$ cat src/rtl/trivium_pkg.sv
// Shared constants, tap positions and helpers for the Trivium keystream core.
// Taps use the 1-based state numbering s[1..288] of the cipher description.
package trivium_pkg;

  localparam int KEY_BYTES = 10;
  localparam int IV_BYTES  = 10;
  localparam int STATE_W   = 288;
  localparam int IV_OFS    = 93;

  localparam int T1_A  = 66;
  localparam int T1_B  = 93;
  localparam int T2_A  = 162;
  localparam int T2_B  = 177;
  localparam int T3_A  = 243;
  localparam int T3_B  = 288;
  localparam int T1_N0 = 91;
  localparam int T1_N1 = 92;
  localparam int T1_FB = 171;
  localparam int T2_N0 = 175;
  localparam int T2_N1 = 176;
  localparam int T2_FB = 264;
  localparam int T3_N0 = 286;
  localparam int T3_N1 = 287;
  localparam int T3_FB = 69;

  typedef enum logic [1:0] {
    ST_LOAD   = 2'd0,
    ST_WARMUP = 2'd1,
    ST_RUN    = 2'd2
  } state_e;

  // Key byte i lands at s[8i+1..8i+8]; IV byte i at s[94+8(i-10)..].
  function automatic logic [STATE_W:1] load_byte(
    input logic [STATE_W:1] s,
    input logic [4:0]       idx,
    input logic [7:0]       d
  );
    logic [STATE_W:1] r;
    int base;
    r = s;
    if (int'(idx) < KEY_BYTES)
      base = 8 * int'(idx) + 1;
    else
      base = IV_OFS + 8 * (int'(idx) - KEY_BYTES) + 1;
    r[base +: 8] = d;
    return r;
  endfunction

endpackage

$ cat src/rtl/trivium_step.sv
// One combinational Trivium round: s_i -> s_o, with keystream bit z_o.
// Ports: s_i (state in, s[288:1]), s_o (state out), z_o (output bit).
module trivium_step
  import trivium_pkg::*;
(
  input  logic [STATE_W:1] s_i,
  output logic [STATE_W:1] s_o,
  output logic             z_o
);

  logic t1, t2, t3;
  logic n1, n2, n3;

  assign t1  = s_i[T1_A] ^ s_i[T1_B];
  assign t2  = s_i[T2_A] ^ s_i[T2_B];
  assign t3  = s_i[T3_A] ^ s_i[T3_B];
  assign z_o = t1 ^ t2 ^ t3;

  assign n1 = t1 ^ (s_i[T1_N0] & s_i[T1_N1]) ^ s_i[T1_FB];
  assign n2 = t2 ^ (s_i[T2_N0] & s_i[T2_N1]) ^ s_i[T2_FB];
  assign n3 = t3 ^ (s_i[T3_N0] & s_i[T3_N1]) ^ s_i[T3_FB];

  // Three shift registers: n3 enters s1, n1 enters s94, n2 enters s178.
  assign s_o = {s_i[287:178], n2,
                s_i[176:94],  n1,
                s_i[92:1],    n3};

endmodule

$ cat src/rtl/trivium_keystream_gen.sv
// Trivium keystream generator, WORD_W bits/cycle, byte-serial key/IV load,
// self-timed warm-up, registered keystream output with valid/ready stall.
// Ports: clk, rst_n, ena, rekey, load_valid/load_data/load_ready,
//   ks_valid/ks_ready/ks_data, busy; pt_data only with TRIVIUM_ENCRYPT_EN
//   (output register then holds pt_data ^ keystream).
module trivium_keystream_gen
  import trivium_pkg::*;
#(
  parameter int WORD_W        = 8,
  parameter int WARMUP_ROUNDS = 1152
) (
  input  logic              clk,
  input  logic              rst_n,
  input  logic              ena,
  input  logic              rekey,
  input  logic              load_valid,
  input  logic [7:0]        load_data,
  output logic              load_ready,
  output logic              ks_valid,
  input  logic              ks_ready,
  output logic [WORD_W-1:0] ks_data,
  output logic              busy
`ifdef TRIVIUM_ENCRYPT_EN
  ,
  input  logic [WORD_W-1:0] pt_data
`endif
);

  localparam int WARM_CYC = WARMUP_ROUNDS / WORD_W;
  localparam int CNT_W    = $clog2(WARM_CYC + 1);
  localparam logic [CNT_W-1:0] CNT_LAST  = CNT_W'(WARM_CYC);
  localparam logic [CNT_W-1:0] CNT_ONE   = CNT_W'(1);
  localparam logic [4:0]       LAST_BYTE =
    5'(KEY_BYTES + IV_BYTES - 1);

  state_e              st_q, st_d;
  logic [4:0]          byte_cnt_q, byte_cnt_d;
  logic [CNT_W-1:0]    warm_q, warm_d;
  logic [STATE_W:1]    s_q, s_d;
  logic                vld_q, vld_d;
  logic [WORD_W-1:0]   ks_q, ks_d;

  logic                ks_hs;
  logic                last_byte;
  logic [STATE_W:1]    ld_s;
  logic [STATE_W:1]    chain_in;
  logic [STATE_W:1]    chain_out;
  logic [WORD_W-1:0]   z_w;
  logic [WORD_W-1:0]   pt_w;

`ifdef TRIVIUM_ENCRYPT_EN
  assign pt_w = pt_data;
`else
  assign pt_w = '0;
`endif

  assign load_ready = ena && (st_q == ST_LOAD);
  assign ks_hs      = ena && vld_q && ks_ready;
  assign last_byte  = (byte_cnt_q == LAST_BYTE);
  assign busy       = (st_q == ST_WARMUP);
  assign ks_valid   = vld_q;
  assign ks_data    = ks_q;

  always_comb begin
    ld_s = load_byte(s_q, byte_cnt_q, load_data);
    if (last_byte)
      ld_s[STATE_W:STATE_W-2] = 3'b111;
  end

  // The last load edge already runs one word of warm-up rounds, so the
  // final warm-up cycle can register the first keystream word directly.
  assign chain_in = (st_q == ST_LOAD) ? ld_s : s_q;

  for (genvar k = 0; k < WORD_W; k++) begin : g_st
    logic [STATE_W:1] s_in;
    logic [STATE_W:1] s_out;
    if (k == 0) begin : g_first
      assign s_in = chain_in;
    end else begin : g_next
      assign s_in = g_st[k-1].s_out;
    end
    trivium_step u_step (
      .s_i (s_in),
      .s_o (s_out),
      .z_o (z_w[k])
    );
  end

  assign chain_out = g_st[WORD_W-1].s_out;

  always_comb begin
    st_d       = st_q;
    byte_cnt_d = byte_cnt_q;
    warm_d     = warm_q;
    s_d        = s_q;
    vld_d      = vld_q;
    ks_d       = ks_q;
    if (ena) begin
      if (rekey) begin
        st_d       = ST_LOAD;
        byte_cnt_d = '0;
        warm_d     = '0;
        s_d        = '0;
        vld_d      = 1'b0;
        ks_d       = '0;
      end else begin
        unique case (st_q)
          ST_LOAD: begin
            if (load_valid) begin
              if (last_byte) begin
                s_d        = chain_out;
                st_d       = ST_WARMUP;
                warm_d     = CNT_ONE;
                byte_cnt_d = '0;
              end else begin
                s_d        = ld_s;
                byte_cnt_d = byte_cnt_q + 5'd1;
              end
            end
          end
          ST_WARMUP: begin
            s_d = chain_out;
            if (warm_q == CNT_LAST) begin
              st_d   = ST_RUN;
              warm_d = '0;
              vld_d  = 1'b1;
              ks_d   = z_w ^ pt_w;
            end else begin
              warm_d = warm_q + CNT_ONE;
            end
          end
          ST_RUN: begin
            if (ks_hs) begin
              s_d  = chain_out;
              ks_d = z_w ^ pt_w;
            end
          end
          default: st_d = ST_LOAD;
        endcase
      end
    end
  end

  always_ff @(posedge clk or negedge rst_n) begin
    if (!rst_n) begin
      st_q       <= ST_LOAD;
      byte_cnt_q <= '0;
      warm_q     <= '0;
      s_q        <= '0;
      vld_q      <= 1'b0;
      ks_q       <= '0;
    end else begin
      st_q       <= st_d;
      byte_cnt_q <= byte_cnt_d;
      warm_q     <= warm_d;
      s_q        <= s_d;
      vld_q      <= vld_d;
      ks_q       <= ks_d;
    end
  end

endmodule

$ cat config.mk
export PLATFORM = sky130hd
export DESIGN_NAME = trivium_keystream_gen
export DESIGN_NICKNAME = d
export VERILOG_FILES = /design/src/rtl/trivium_pkg.sv /design/src/rtl/trivium_step.sv /design/src/rtl/trivium_keystream_gen.sv
export SDC_FILE = /design/constraint.sdc
export NUM_CORES = 1
export LEC_CHECK = 0
export BUFFER_PORTS_ARGS = -buffer_cell sky130_fd_sc_hd__buf_2
export CORE_ASPECT_RATIO = 1.25
export CORE_MARGIN = 2
export CORE_UTILIZATION = 60
export DETAILED_ROUTE_END_ITERATION = 12
export PLACE_DENSITY = 0.8
export SETUP_SLACK_MARGIN = 0.05
export SLEW_MARGIN = 15
export SYNTH_ARGS = -nofsm -noshare
export SYNTH_HDL_FRONTEND = slang
export SYNTH_SLANG_ARGS = --single-unit
$ cat constraint.sdc
create_clock -name clk -period 5.63 [get_ports clk]
set_input_delay 0.2815 -clock clk [delete_from_list [all_inputs] [get_ports clk]]
set_output_delay 0.2815 -clock clk [all_outputs]
set_load 0.02 [all_outputs]
==> metrics.txt <==
run status completed; main flop type after synthesis dfrtp_1; number of max-cap violations 0; Leakage Power 10.33 nW; Post-synth ARST share 100.0%; Core Region between 0.03 and 0.04 mm²; clock buffer depth 3; Slew @ Worst Pin 1.195 ns; Avg WL per Cell 33.19 µm; sequential share of power about a fifth; clk sinks 312; CP startpoint kind flip-flop; PD cells 698.5 mW/mm²; Crit path arrival time ~5.7 ns; main area contributors after synthesis dfrtp_1 34%, mux2i_1 8.7%, nand2_1 8.6%; htree depth 2; Netlist cell types roughly 80; area of the multi-input gates about 0.014 mm²; Iteration-0 DRC Markers 4739; period utilisation layout 92.96%; worst-path fanout max 16; Finished Layout Cells 3263; worst skew pair latency ~0.56 ns; Syn Nets roughly 2800; cells after synthesis 2781; Slew headroom between 20% and 30%; register area share after synthesis 34.30%; Switching Fraction 55.80%; root buffer cell clkbuf_16; Max IR drop VDD 0.0006550 V; number of synthesis warnings 0; Final HPWL DP 76370 µm; Comb pwr share 64.4%; Syn-to-layout area delta 10.24%; vias in the first global route 23410; Int Pwr 7.747 mW; Yosys top cell by area dfrtp_1; PortBufs 24; Total Routing Usage GR approximately 54%; largest net degree at the start of global routing 160; fin crit period 5.234 ns; FILL cells 3109; HP Class input pin to flip-flop; RSZ-0062 raised after global routing no; Starting Density approximately three fifths; vias 25170; final net count 2779; # IOs 25; Psw slightly below 10 mW; Register Area 0.007807 mm²; Via density 7.715; CTS tree built; dpl cell area roughly 0.024 mm²; Clock power frac 14.6%; Seq cells post-synth 312; CP Capture Type flip-flop; Clock Pin Slew Worst Setup and Hold Paths 0.06 ns; final number of setup-violating endpoints 0; WP data required 6.05 ns; Synth top area share 34.30%; number of synthesized flops with an enable pin 0; Max Slew Vio Count 0; critical path type flip-flop to flip-flop; row cnt 79; Netlist Area Pre-Place 0.02276 mm²; first-pass GRT wire length 156900 µm; total die area 0.03952 mm²; diode count 0; Remaining DRCs 0; width of the die between 150 and 200 µm; initial antenna violation count 7; DRT antenna net count 0; Fmax approximately 0.19 GHz; DIE HEIGHT 221.8 µm; post-CTS setup buffer count 0; syn avg cell area between 8 and 9 µm²; fin area 0.02509 mm²; final hold slack about 0.27 ns; final setup skew 0.03926 ns; total gr overflow 0; placed insts 3199; layout cell share with drive strength beyond 1 roughly 10%; Fin Setup TNS 0 ns; RePlAce Congestion 1.162; DR pass1 iterations 10; CTS Buf Count 36; Routed WL ~110000 µm; Fin. Hold Viols 0
-- flip-flops by register name, summed over array words and instances (netlist names) --
name,flops
st_q,2
byte_cnt_q,5
s_q,288
ks_data,8
warm_q,8
ks_valid,1
-- routing by layer --
layer / vias up / share of wire [%] / global-route usage (%)
met3: 622 / 15 / 19.75
met2: 2253 / 40 / 75.17
li1: 10320 / - / -
met5: - / 0.10 / 0
met1: 11970 / 34 / 67.65
met4: 10 / 11 / 42.98
-- stage by stage --
step                      power, mW  util, %  setup slack (ns)
after floorplan               9.830        -             1.326
after global placement        13.81    63.68            0.8863
after CTS                     16.59    67.10            0.6994
final                         17.53    67.16            0.3961
after global routing          17.86    67.16            0.1369
after detailed placement      14.02    63.68            0.7321
-- critical path, stage by stage, from the launching register on --
cell      delay, ns
dfrtp_1        0.63
inv_1          0.16
ha_1           0.32
nand3b_1       0.22
nor2_1         0.12
inv_1          0.11
ha_1           0.18
nor3b_1        0.46
o211ai_1       0.24
nor3_2         0.51
o21a_1         0.40
nand2_1        0.25
mux2i_1        0.25
xnor2_1        0.86
xnor2_1        0.15
a22o_1         0.23
-- Yosys cell counts (10+ instances only) --
library cell  count
o311ai_0         70
nor3_1           67
buf_2            10
o21ai_1          13
inv_1            25
a21o_1           16
mux2i_1         197
a32o_1          122
nand3_1          58
or2_2            11
clkbuf_1        202
a21oi_1         180
dfrtp_1         312
ha_1             11
nor4_1           17
xnor2_1          56
a211oi_1         47
mux2_2           23
buf_1            12
a22oi_1          31
a22o_1           83
o22ai_1          12
nor2_1          213
and2_1           10
a31oi_1          16
xor2_1           28
nand4_1          16
o221ai_1         14
nand2_1         522
and3_1           10
o211ai_1         78
o21ai_0         178
-- worst paths after layout --
path / cells past startpoint / end / slack [ns] / startpoint
max: 15 / ks_data[2] / 0.40 / byte_cnt_q[1]
min: 3 / s_q[5] / 0.27 / load_data[7]
max reg2reg: 15 / ks_data[2] / 0.40 / byte_cnt_q[1]
min reg2reg: 2 / s_q[5] / 0.49 / s_q[5]
max in group asynchronous: 3 / s_q[62] / 3.81 / rst_n
min in group asynchronous: 2 / warm_q[6] / 0.34 / rst_n
-- final cells by class --
type / count / area share, %
clock buffers: 47 / 4.123
well taps: 486 / 2.423
inverters: 27 / 0.4039
multi-input cells: 2211 / 55.91
repair buffers: 166 / 5.151
flip-flops and latches: 312 / 31.11
clock inverters: 14 / 0.8775
-- kinds of logic (layout without fill, tap and decap cells) --
group | after synthesis | in the layout | synth area share (%)
multiplexers | 221 | 221 | 9.899
XOR/XNOR | 88 | 88 | 3.633
adder cells (fa/ha/maj) | 11 | 11 | 0.6046
other | 1 | 1 | 0.01647
flip-flops | 312 | 312 | 34.30
AND/OR/NAND/NOR | 971 | 971 | 18.34
AO/OA/AOI/OAI | 919 | 919 | 28.75
buffers and inverters | 258 | 254 | 4.458
-- cells in the final DEF (no fill, tap or decap), types with 7 or more instances in the layout --
cell | synthesis | final
dfrtp_1 | 312 | 312
a22oi_1 | 31 | 31
mux2_2 | 23 | 23
inv_1 | 25 | 25
o21ai_1 | 13 | 13
a21oi_1 | 180 | 179
and3_1 | 10 | 10
or3_1 | 7 | 7
a22o_1 | 83 | 83
or2_2 | 11 | 9
buf_4 | 5 | 132
o22ai_1 | 12 | 12
xor2_1 | 28 | 28
a21o_1 | 16 | 16
o211ai_1 | 78 | 78
nand3_1 | 58 | 58
buf_12 | 0 | 7
buf_2 | 10 | 23
ha_1 | 11 | 10
o221ai_1 | 14 | 14
a31oi_1 | 16 | 15
a32o_1 | 122 | 122
mux2i_1 | 197 | 197
nand4_1 | 16 | 16
o31ai_1 | 9 | 9
and2_1 | 10 | 10
clkbuf_16 | 0 | 38
nor2_1 | 213 | 210
nor3_1 | 67 | 66
xnor2_1 | 56 | 56
nor4_1 | 17 | 16
nand2_1 | 522 | 521
a32oi_1 | 7 | 7
o21ai_0 | 178 | 178
a211oi_1 | 47 | 44
o311ai_0 | 70 | 70
-- what timing repair did --
item / 4_1_cts / 5_1_grt
endpoints found under the setup margin: 0 / 0
hold buffers: 2 / 0
resized for setup: 0 / 0
hold endpoints to repair: 80 / 0
-- power by group through the flow --
stage               clock [mW]  sequential (mW)  combinational (mW)
floorplan                    0             3.39                6.44
global placement             0             3.60                10.2
detailed placement           0             3.64                10.4
finish                    2.56             3.68                11.3
global route              2.63             3.70                11.5
CTS                       2.54             3.61                10.4
No activity file was read; power rests on OpenSTA's default activity.
